$ cat config.mk
export PLATFORM = sky130hd
export DESIGN_NAME = serial_adder
export DESIGN_NICKNAME = d
export VERILOG_FILES = /design/src/rtl/serial_adder.sv
export SDC_FILE = /design/constraint.sdc
export NUM_CORES = 1
export LEC_CHECK = 0
export ABC_AREA = 1
export CORE_ASPECT_RATIO = 0.75
export CORE_MARGIN = 2
export CORE_UTILIZATION = 31
export CTS_CLUSTER_SIZE = 10
export DETAILED_ROUTE_END_ITERATION = 12
export GPL_ROUTABILITY_DRIVEN = 0
export GPL_TIMING_DRIVEN = 0
export PLACE_DENSITY = 0.62
export SLEW_MARGIN = 20
export SYNTH_ARGS = -nofsm -noshare
export SYNTH_HDL_FRONTEND = slang
export SYNTH_SLANG_ARGS = --single-unit
$ cat constraint.sdc
create_clock -name clk -period 2.3 [get_ports clk]
set_input_delay 0.69 -clock clk [delete_from_list [all_inputs] [get_ports clk]]
set_output_delay 0.69 -clock clk [all_outputs]
set_load 0.02 [all_outputs]
$ cat src/rtl/serial_adder.sv
// Bit-serial LSB-first adder: one bit of a+b per clock through a one-bit carry register.
// The bit cell is two half adders plus an OR on their carries.

module half_adder (
    input  logic a,
    input  logic b,
    output logic sum,
    output logic carry
);
    assign sum   = a ^ b;
    assign carry = a & b;
endmodule

module serial_adder #(
    parameter int WIDTH = 8
) (
    input  logic             clk,
    input  logic             rst,
    input  logic             start,
    input  logic [WIDTH-1:0] a,
    input  logic [WIDTH-1:0] b,
    output logic             busy,
    output logic             done,
    output logic [WIDTH-1:0] sum,
    output logic             carry
);
    localparam int CW = (WIDTH > 1) ? $clog2(WIDTH) : 1;

    typedef enum logic [1:0] {IDLE, SHIFT, DONE} state_t;

    state_t           state_q, state_d;
    logic [WIDTH-1:0] sa_q, sa_d, sb_q, sb_d;
    logic [WIDTH-1:0] ps_q, ps_d, sum_q, sum_d;
    logic             c_q, c_d, carry_q, carry_d;
    logic [CW-1:0]    cnt_q, cnt_d;

    logic             hs, hc0, s_bit, hc1, c_next;
    logic [WIDTH-1:0] ps_shift;

    half_adder u_ha0 (.a(sa_q[0]), .b(sb_q[0]), .sum(hs),    .carry(hc0));
    half_adder u_ha1 (.a(hs),      .b(c_q),     .sum(s_bit), .carry(hc1));

    assign c_next = hc0 | hc1;

    // New sum bit enters at the MSB so the LSB-first stream ends up in place.
    assign ps_shift = (ps_q >> 1) | (WIDTH'(s_bit) << (WIDTH - 1));

    always_comb begin
        state_d = state_q;
        sa_d    = sa_q;
        sb_d    = sb_q;
        ps_d    = ps_q;
        c_d     = c_q;
        cnt_d   = cnt_q;
        sum_d   = sum_q;
        carry_d = carry_q;
        busy    = (state_q == SHIFT);
        done    = (state_q == DONE);

        case (state_q)
            IDLE, DONE: begin
                if (start) begin
                    state_d = SHIFT;
                    sa_d    = a;
                    sb_d    = b;
                    c_d     = 1'b0;
                    cnt_d   = '0;
                    ps_d    = '0;
                end else begin
                    state_d = IDLE;
                end
            end
            SHIFT: begin
                sa_d  = sa_q >> 1;
                sb_d  = sb_q >> 1;
                c_d   = c_next;
                ps_d  = ps_shift;
                cnt_d = cnt_q + 1'b1;
                if (cnt_q == CW'(WIDTH - 1)) begin
                    state_d = DONE;
                    sum_d   = ps_shift;
                    carry_d = c_next;
                end
            end
            default: state_d = IDLE;
        endcase
    end

    always_ff @(posedge clk) begin
        if (rst) begin
            state_q <= IDLE;
            sa_q    <= '0;
            sb_q    <= '0;
            ps_q    <= '0;
            c_q     <= 1'b0;
            cnt_q   <= '0;
            sum_q   <= '0;
            carry_q <= 1'b0;
        end else begin
            state_q <= state_d;
            sa_q    <= sa_d;
            sb_q    <= sb_d;
            ps_q    <= ps_d;
            c_q     <= c_d;
            cnt_q   <= cnt_d;
            sum_q   <= sum_d;
            carry_q <= carry_d;
        end
    end

    assign sum   = sum_q;
    assign carry = carry_q;

endmodule

==> results.json <==
{
  "dieArea_um2": 6380,
  "dr.first_iter.drc_count": 63,
  "combPwrFrac_pct": 17.3,
  "grt_max_degree": 13,
  "antenna_found_initial": 0,
  "via_per_inst": 4.41,
  "place_area_um2": 2170,
  "clock_sinks": 38,
  "fmax_mhz": 451,
  "crit_fanout": 10,
  "clkTransAtPathRegs_ns": 0.08,
  "root_buffer": "clkbuf_8",
  "wl_per_cell_um": 11.4,
  "rsz0062_at_grt": "no",
  "grt.total_usage_pct": 13.8,
  "clkPwrFrac_pct": 33.6,
  "switchingPower_mw": 0.396,
  "cap_violations": 0,
  "status": "complete, no violations",
  "core_area_um2": 5440,
  "leakage_nw": 1.03,
  "power_mw": 1.44,
  "pre_cts_slack_ns": 0.127,
  "pin_count": 30,
  "fin_crit_sh_pct": 96.5,
  "crit_type": "reg2out",
  "io_buffers": 29,
  "insertedDiodeCount": 0,
  "start_util_pct": 32.8,
  "cpMostUsedCell": "buf_6",
  "crit_path_cell_trace": "buf_6 > inv_4 > nor2_4 > buf_6 > buf_6 > dlygate4sd2_1",
  "start_kind": "flop",
  "syn_area_um2": 1780,
  "powerDensity_nw_per_um2": 635,
  "critPathArrivalTime_ns": 1.53,
  "fin_ws_ns": 0.0803,
  "ys_types": 21,
  "grt-ovfl-total": 0,
  "grt_pass1_vias": 1565,
  "cts.path.max_buffers": 2,
  "slowest_delay_ns": 0.34,
  "critPathTopFamily": "buffers and inverters",
  "fin_area_um2": 2260,
  "wl_um": 4090,
  "clock_latency_ns": 0.29,
  "synth_cells": 247,
  "required_ns": 1.61,
  "chipHeight_um": 69.7,
  "hold_class": "reg2reg",
  "fin_setup_tns_ns": 0,
  "seqCellArea_um2": 761,
  "ys_warn_count": 0,
  "htreeDepth": 2,
  "layout_min_cycle_time_ns": 2.22,
  "ys_seq_elements": 38,
  "multi_input_area_um2": 790,
  "seqPwrFrac_pct": 49.2,
  "rows": 23,
  "hold_viol_final": 0,
  "postRouteAntennaNets": 0,
  "slowest_stage": "dlygate4sd2_1",
  "setup_viol": 0,
  "grt_first_pass_wirelength_um": 7050,
  "dp_hpwl_um": 2920,
  "cts_tree": "done",
  "final_max_slew_viol_count": 0,
  "relSlewSlack_pct": 60.4,
  "ir_worst_vdd_uv": 266,
  "swShare_pct": 27.6,
  "internal_power_mw": 1.04,
  "tightest_slew_ns": 0.594,
  "drive_above_1_share_pct": 14.1,
  "cts_buffers": 5,
  "path_buf_inv": 5,
  "num_vias": 1583,
  "critPathCaptureType": "output pin",
  "route.detailed.drc": 0,
  "syn-num-nets": 269,
  "drtPass1Iterations": 4,
  "finClkSkew_ns": 0.00397,
  "area_growth_pct": 26.7,
  "cts_hold_buf": 0,
  "syn-mean-instance-area_um2": 7.22,
  "seq_area_frac_synth_pct": 42.6,
  "die_w_um": 91.6,
  "final_nets": 305,
  "fill_cells": 570
}
## through the flow
| stage | util [%] | hold slack [ns] | cells |
|---|---|---|---|
| floorplan | - | 0.428 | 247 |
| global placement | 39.9 | 0.444 | 351 |
| detailed placement | 39.9 | 0.455 | 351 |
| CTS | 41.6 | 0.464 | 359 |
| global route | 41.6 | 0.493 | 359 |
| finish | 41.6 | 0.464 | 359 |
## layout make-up
| type | instances | share of cell area (%) |
|---|---|---|
| timing repair buffer | 29 | 12.7 |
| clock inverter | 2 | 0.553 |
| sequential | 38 | 33.6 |
| buffer | 15 | 4.76 |
| tap | 75 | 4.15 |
| multi-input combinational | 161 | 34.9 |
| inverter | 33 | 5.59 |
| clock buffer | 6 | 3.65 |
## registers in the layout, summed over array words and instances (netlist names)
signal	count
sa_q	8
carry	1
cnt_q	3
ps_q	7
state_q	2
c_q	1
sum	8
sb_q	8
## power groups by stage
| stage | registers [mW] | clock network [mW] | logic (mW) |
|---|---|---|---|
| finish | 0.706 | 0.482 | 0.248 |
| global route | 0.710 | 0.520 | 0.280 |
| CTS | 0.706 | 0.497 | 0.250 |
| detailed placement | 0.722 | 0 | 0.250 |
| global placement | 0.721 | 0 | 0.246 |
| floorplan | 0.718 | 0 | 0.173 |
## synth_stat cells (all sizes together)
master / instances / area [µm²]
a21oi: 15 / 93.8
buf: 14 / 104
clkbuf: 1 / 3.75
dfxtp: 38 / 761
fa: 1 / 20.0
ha: 2 / 25.0
inv: 33 / 126
nand2: 62 / 253
nand3: 48 / 240
nand3b: 2 / 15.0
nor2: 16 / 67.6
nor3: 14 / 70.1
o21ai: 1 / 5.00
## cells by family after synthesis
group                    after synthesis  share of synthesized area, %
AO/OA/AOI/OAI                         16                          5.54
flip-flops                            38                          42.6
AND/OR/NAND/NOR                      142                          36.2
buffers and inverters                 48                          13.1
adder cells (fa/ha/maj)                3                          2.52
## worst paths after layout
check | startpoint | end | slack (ns) | depth (start not counted)
setup / recovery | state_q[0] | busy | 0.08 | 6
hold / removal | cnt_q[0] | cnt_q[0] | 0.46 | 1
setup reg to reg | cnt_q[0] | sum[0] | 1.06 | 5
hold reg to reg | cnt_q[0] | cnt_q[0] | 0.46 | 1
## cell usage in the layout (no fill, tap or decap), drive strengths merged
| master | n |
|---|---|
| clkbuf | 7 |
| o21ai | 1 |
| inv | 33 |
| fa | 1 |
| a21oi | 15 |
| clkdlybuf4s50 | 27 |
| nor3 | 14 |
| clkinv | 1 |
| nand3 | 48 |
| clkinvlp | 1 |
| dfxtp | 38 |
| nand3b | 2 |
| buf | 14 |
| ha | 2 |
| nor2 | 16 |
| dlygate4sd2 | 2 |
| nand2 | 62 |
## what timing repair did
action | 4_1_cts | 5_1_grt
gates resized for setup | 2 | 0
setup endpoints to repair | 2 | 0
setup buffers | 0 | 0
## metal layers
| layer | up-vias | global-route usage (%) | share of wire, % |
|---|---|---|---|
| met1 | 697 | 18.5 | 53 |
| met3 | 6 | 3.04 | 3.5 |
| met4 | 0 | 5.05 | 1.5 |
| met5 | - | 0 | 0 |
| li1 | 854 | - | - |
| met2 | 26 | 21.8 | 41 |
(Power assumes the default switching activity.)
==> edit 1, RTL diff (same flow settings) <==
Put a register stage on the output `done`, with the module's reset. The value now appears one clock later. The other outputs are not delayed to match.
--- a/src/rtl/serial_adder.sv
+++ b/src/rtl/serial_adder.sv
@@ -30,2 +30,4 @@
 
+    logic done_d;
+
     state_t           state_q, state_d;
@@ -57,3 +59,3 @@
         busy    = (state_q == SHIFT);
-        done    = (state_q == DONE);
+        done_d  = (state_q == DONE);
 
@@ -113,2 +115,10 @@
 
+    always_ff @(posedge clk) begin
+        if (rst) begin
+            done <= '0;
+        end else begin
+            done <= done_d;
+        end
+    end
+
 endmodule
Formal check against the unedited RTL: not equivalent (Yosys sat finds a counterexample within 10 cycles, from zero or initial values and one cycle with rst high).
==> edit 1 against the unedited design <==
Sequential cell count up 1. Register-to-register slack worse by 0.16 ns. Power up 9.0%. Core utilization down 1.1 points. Setup slack better by 0.031 ns. Wire length down 2.2%. Area after synthesis up 1.9%. Sequential power up 2%. Via count up 1.1%. Final area up 2.8%. Largest cell class unchanged.
==> edit 1: results (changes against the unedited design) <==
Clocking
  – H-tree depth: 2 (unchanged)
  – # hold bufs at CTS: 0 (unchanged)
  – Clock Root Buffer: clkbuf_8 (unchanged)
  – Setup Fix Bufs, Post-CTS: 0 (unchanged)
  – Clock slew at reported path FFs: 0.08 ns (about the same)
  – Clock Latency Late Sink: 0.29 ns (about the same)
  – PostCTS Resize Cnt: 1 (was 2)
  – CTS max path bufs: 2 (unchanged)
  – TritonCTS Buffers: 5 (unchanged)

Status
  – Status: complete, no violations (unchanged)

Global route
  – Largest net degree at the start of global routing: 13 (unchanged)
  – Number of global-route vias before repair: 1489 (was 1565)
  – Global-route wire length before repair: 7070 um (was 7050 um)
  – Gr usage total: 13.9% (was 13.8%)
  – Initial antenna violation count: 0 (unchanged)

Logic synthesis
  – Mapped Nets: 270 (was 269)
  – Synth unique cells: 22 (was 21)
  – Post-synth top cells: nand2_1, nand3_1, dfxtp_1, inv_1, nor3_1 (was nand2_1, nand3_1, dfxtp_1, inv_1, nor2_1)
  – Sequential fraction of the synthesis area: 42.9% (was 42.6%)
  – Syn. warnings: 0 (unchanged)
  – Top post-synthesis cells by area: dfxtp_1, nand3_1, nand2_1 (unchanged)
  – Async SR Flop Fraction: 0% (unchanged)
  – Syn Area/Cell: 7.33 sq um (was 7.22 sq um)

Routing
  – Vias per cell: 4.41 (about the same)
  – Detailed Route WL: 4000 um (was 4090 um)
  – DR pass1 iterations: 4 (unchanged)
  – Initial drt markers: 83 (was 63)
  – Total number of vias: 1601 (was 1583)

Timing
  – # setup viols final: 0 (unchanged)
  – Slew @ Worst Pin: 0.594 ns (about the same)
  – Clk_skew: 0.00777 ns (was 0.00397 ns)

Final layout
  – N_diodes: 0 (unchanged)
  – Layout cells sized above 1: 13.7% (was 14.1%)
  – Sequential Area: 781 sq um (was 761 sq um)
  – Fillers: 599 (was 570)
  – Nets: 306 (was 305)

Critical path
  – Crit path max fanout: 10 (unchanged)
  – Worst Path Arrival: 1.50 ns (was 1.53 ns)

Die
  – Initial core utilization: 31.7% (was 32.8%)

Power and ir drop
  – Maximum resistive drop on vdd: 0.000195 V (was 0.000266 V)
  – Pleak: 1.04 nW (was 1.03 nW)

Place
  – Area after DPL: 2210 sq um (was 2170 sq um)
  – DP Cell Count: 355 (was 351)
  – Detailed Place HPWL: 2770 um (was 2920 um)
  – IO Port Bufs: 29 (unchanged)

Min path
  – Hold crit path type: register to register (unchanged)
edit 1: path summary, 6_finish.rpt:
kind | endpoint | from | slack [ns] | cells past startpoint
max | busy | state_q[0] | 0.11 | 6
min | cnt_q[0] | cnt_q[0] | 0.46 | 1
max reg2reg | carry | cnt_q[0] | 0.90 | 6
min reg2reg | cnt_q[0] | cnt_q[0] | 0.46 | 1
edit 1: final cells by class:
| cell class | count | area share [%] |
|---|---|---|
| flip-flops and latches | 39 | 33.6 |
| inverters | 33 | 5.44 |
| repair buffers | 29 | 12.5 |
| well taps | 78 | 4.20 |
| clock buffers | 6 | 3.55 |
| multi-input cells | 161 | 34.0 |
| clock inverters | 2 | 1.51 |
| plain buffers | 15 | 5.17 |
edit 1: stage by stage:
step	total power, mW	hold slack, ns	worst slack [ns]
2_1_floorplan	0.913	0.428	0.792
3_3_place_gp	0.988	0.446	0.133
3_5_place_dp	0.990	0.456	0.141
4_1_cts	1.59	0.466	0.0730
5_1_grt	1.65	0.488	0.0227
6_report	1.57	0.461	0.112
edit 1: metal layers:
layer  vias up  track usage, %  share of wire [%]  wire (um)
li1        861               -                  -          -
met3         4            4.85                4.9        195
met4         0            4.48               0.92         37
met2        30            19.5                 41       1640
met5         -               0                  0          0
met1       706            19.6                 53       2130
edit 1: power breakdown:
part	leakage, nW	switching (mW)	total (mW)	internal (mW)
registers	0.319	0.0134	0.723	0.710
clock network	0.0612	0.241	0.592	0.351
logic	0.662	0.139	0.250	0.111
total	1.04	0.394	1.57	1.17
edit 1: worst max-delay path, cell delays in order, from the launching register on:
cell and delay, ns:
dfxtp_1 0.33, buf_6 0.13, inv_4 0.04, nor2_4 0.09, buf_6 0.15, buf_6 0.15, clkdlybuf4s15_1 0.31
edit 1: kinds of logic after synthesis:
family                     Yosys count  synth area share [%]
AOI/OAI and AO/OA                   16                  5.44
adders and majority gates            3                  2.48
buffers and inverters               48                  13.6
DFF                                 39                  42.9
and+or+nand+nor                    142                  35.6
==> edit 2, RTL diff (config.mk and constraints unchanged) <==
Made on the original files. Change the parameter `WIDTH` from 8 to 4.
--- a/src/rtl/serial_adder.sv
+++ b/src/rtl/serial_adder.sv
@@ -14,3 +14,3 @@
 module serial_adder #(
-    parameter int WIDTH = 8
+    parameter int WIDTH = 4
 ) (
Ports: changed (resized a, b and sum); port bits go from 30 to 18. No check against the original RTL was run, so the function may have changed too.
==> edit 2 against the unedited design <==
Combinational power fell by 38%. Area after synthesis fell by 40%. Final area fell by 42%. Via count fell by 44%. Sequential share of layout area fell by 1.7 points. Sequential cell count fell by 17. Power fell by 45%. Clock skew barely moved. Setup slack improved by 0.081 ns. Wire length fell by 49%. Non-clock buffer count fell by 21. Core utilization fell by 1.4 points. Worst hold slack improved by 0.0048 ns.
==> edit 2: results (changes against the unedited design) <==
Final layout
  – Fillers: 339 (was 570)
  – Non-Filler Instances: 190 (was 359)
  – Nets: 164 (was 305)
  – Layout cells sized above 1: 20.0% (was 14.1%)
  – N_diodes: 0 (unchanged)

Min path
  – Hold crit path type: register to register (unchanged)

Routing
  – Initial drt markers: 17 (was 63)
  – Detailed Route WL: 2100 um (was 4090 um)
  – Vias per cell: 4.66 (was 4.41)
  – DR pass1 iterations: 4 (unchanged)

Clocking
  – Clock Root Buffer: clkbuf_8 (unchanged)
  – TritonCTS Buffers: 3 (was 5)
  – H-tree depth: 1 (was 2)
  – PostCTS Resize Cnt: 1 (was 2)
  – Clock slew at reported path FFs: 0.07 ns
  – Setup Fix Bufs, Post-CTS: 0 (unchanged)
  – Clock Latency Late Sink: 0.26 ns (was 0.29 ns)
  – CTS max path bufs: 2 (unchanged)

Logic synthesis
  – Post-synth top cells: nand2_1, dfxtp_1, nand3_1, inv_1 (was nand2_1, nand3_1, dfxtp_1, inv_1, nor2_1)
  – Sequential fraction of the synthesis area: 39.4% (was 42.6%)
  – Synth unique cells: 21 (unchanged)
  – Top post-synthesis cells by area: dfxtp_1, nand2_1, nand3_1 (was dfxtp_1, nand3_1, nand2_1)
  – Async SR Flop Fraction: 0% (unchanged)
  – Cells after synthesis: 130 (was 247)
  – Mapped Nets: 143 (was 269)
  – Syn. warnings: 0 (unchanged)

Global route
  – Gr usage total: 12.3% (was 13.8%)
  – Initial antenna violation count: 0 (unchanged)
  – Number of global-route vias before repair: 805 (was 1565)
  – Global-route wire length before repair: 3640 um (was 7050 um)
  – Largest net degree at the start of global routing: 12 (was 13)

Critical path
  – Crit path largest cell delay: 0.60 ns (was 0.34 ns)
  – Crit path max fanout: 8 (was 10)
  – CP max stage cell: clkdlybuf4s50_1 (was dlygate4sd2_1)
  – Worst Path Arrival: 1.45 ns (was 1.53 ns)

Timing
  – Clk_skew: 0.00408 ns (was 0.00397 ns)
  – Worst relative slew slack: 85.6% (was 60.4%)

Power and ir drop
  – Net Sw Power: 0.213 mW (was 0.396 mW)
  – Maximum resistive drop on vdd: 0.000292 V (was 0.000266 V)
  – Pleak: 0.564 nW (was 1.03 nW)

Place
  – IO Port Bufs: 16 (was 29)
  – Detailed Place HPWL: 1540 um (was 2920 um)
  – Pre-CTS WS: 0.207 ns (was 0.127 ns)
  – Area after DPL: 1280 sq um (was 2170 sq um)

Status
  – Status: complete, no violations (unchanged)
edit 2: changes by cell type after synthesis, sizes merged:
cell and change:
clkbuf -1, inv -16, nand2 -29, nor2 -8, ha -1, a21oi -5, nor3 -8, dfxtp -17
buf -7, nand3 -25
edit 2: power by group through the flow:
stage / Sequential, mW / Clock, mW / Combinational [mW]
finish: 0.393 / 0.243 / 0.154
global route: 0.396 / 0.265 / 0.173
global placement: 0.401 / 0 / 0.154
floorplan: 0.400 / 0 / 0.115
CTS: 0.393 / 0.251 / 0.155
detailed placement: 0.402 / 0 / 0.155
edit 2: path summary, 6_finish.rpt:
kind                                 start  endpoint  slack (ns)  cells past startpoint
worst max-delay path            state_q[1]      done        0.16                      3
worst min-delay path                sum[0]    sum[0]        0.47                      2
worst max register to register         c_q   ps_q[3]        1.13                      3
worst min register to register      sum[0]    sum[0]        0.47                      2
edit 2: per-layer routing:
metal,up-vias,global-route usage (%),routed length (um)
li1,455,-,-
met3,2,3.31,77
met2,15,20.1,913
met5,-,0,0
met1,414,15.9,1080
met4,0,4.72,27
edit 2: cell type report:
class                           count  area, sq um  area share (%)
Timing Repair Buffer               16          159            12.0
Buffer                              7         76.3            5.78
Sequential cell                    21          422            31.9
Multi-Input combinational cell     85          498            37.7
Clock buffer                        4         45.0            3.41
Inverter                           17         71.3            5.40
Tap cell                           40         50.0            3.79
edit 2: logic make-up (layout without fill, tap and decap cells):
family | count (synthesis) | in the layout | share of synthesized area (%)
compound gates | 11 | 11 | 7.63
fa+ha+maj | 2 | 2 | 3.05
buf+inv | 24 | 44 | 13.8
flops | 21 | 21 | 39.4
simple gates | 72 | 72 | 36.0
edit 2: critical path: cells and delay by family (launching register included):
kind / cells / cell delay, ns
buffers and inverters: 2 / 0.69
DFF: 1 / 0.41
and+or+nand+nor: 1 / 0.09
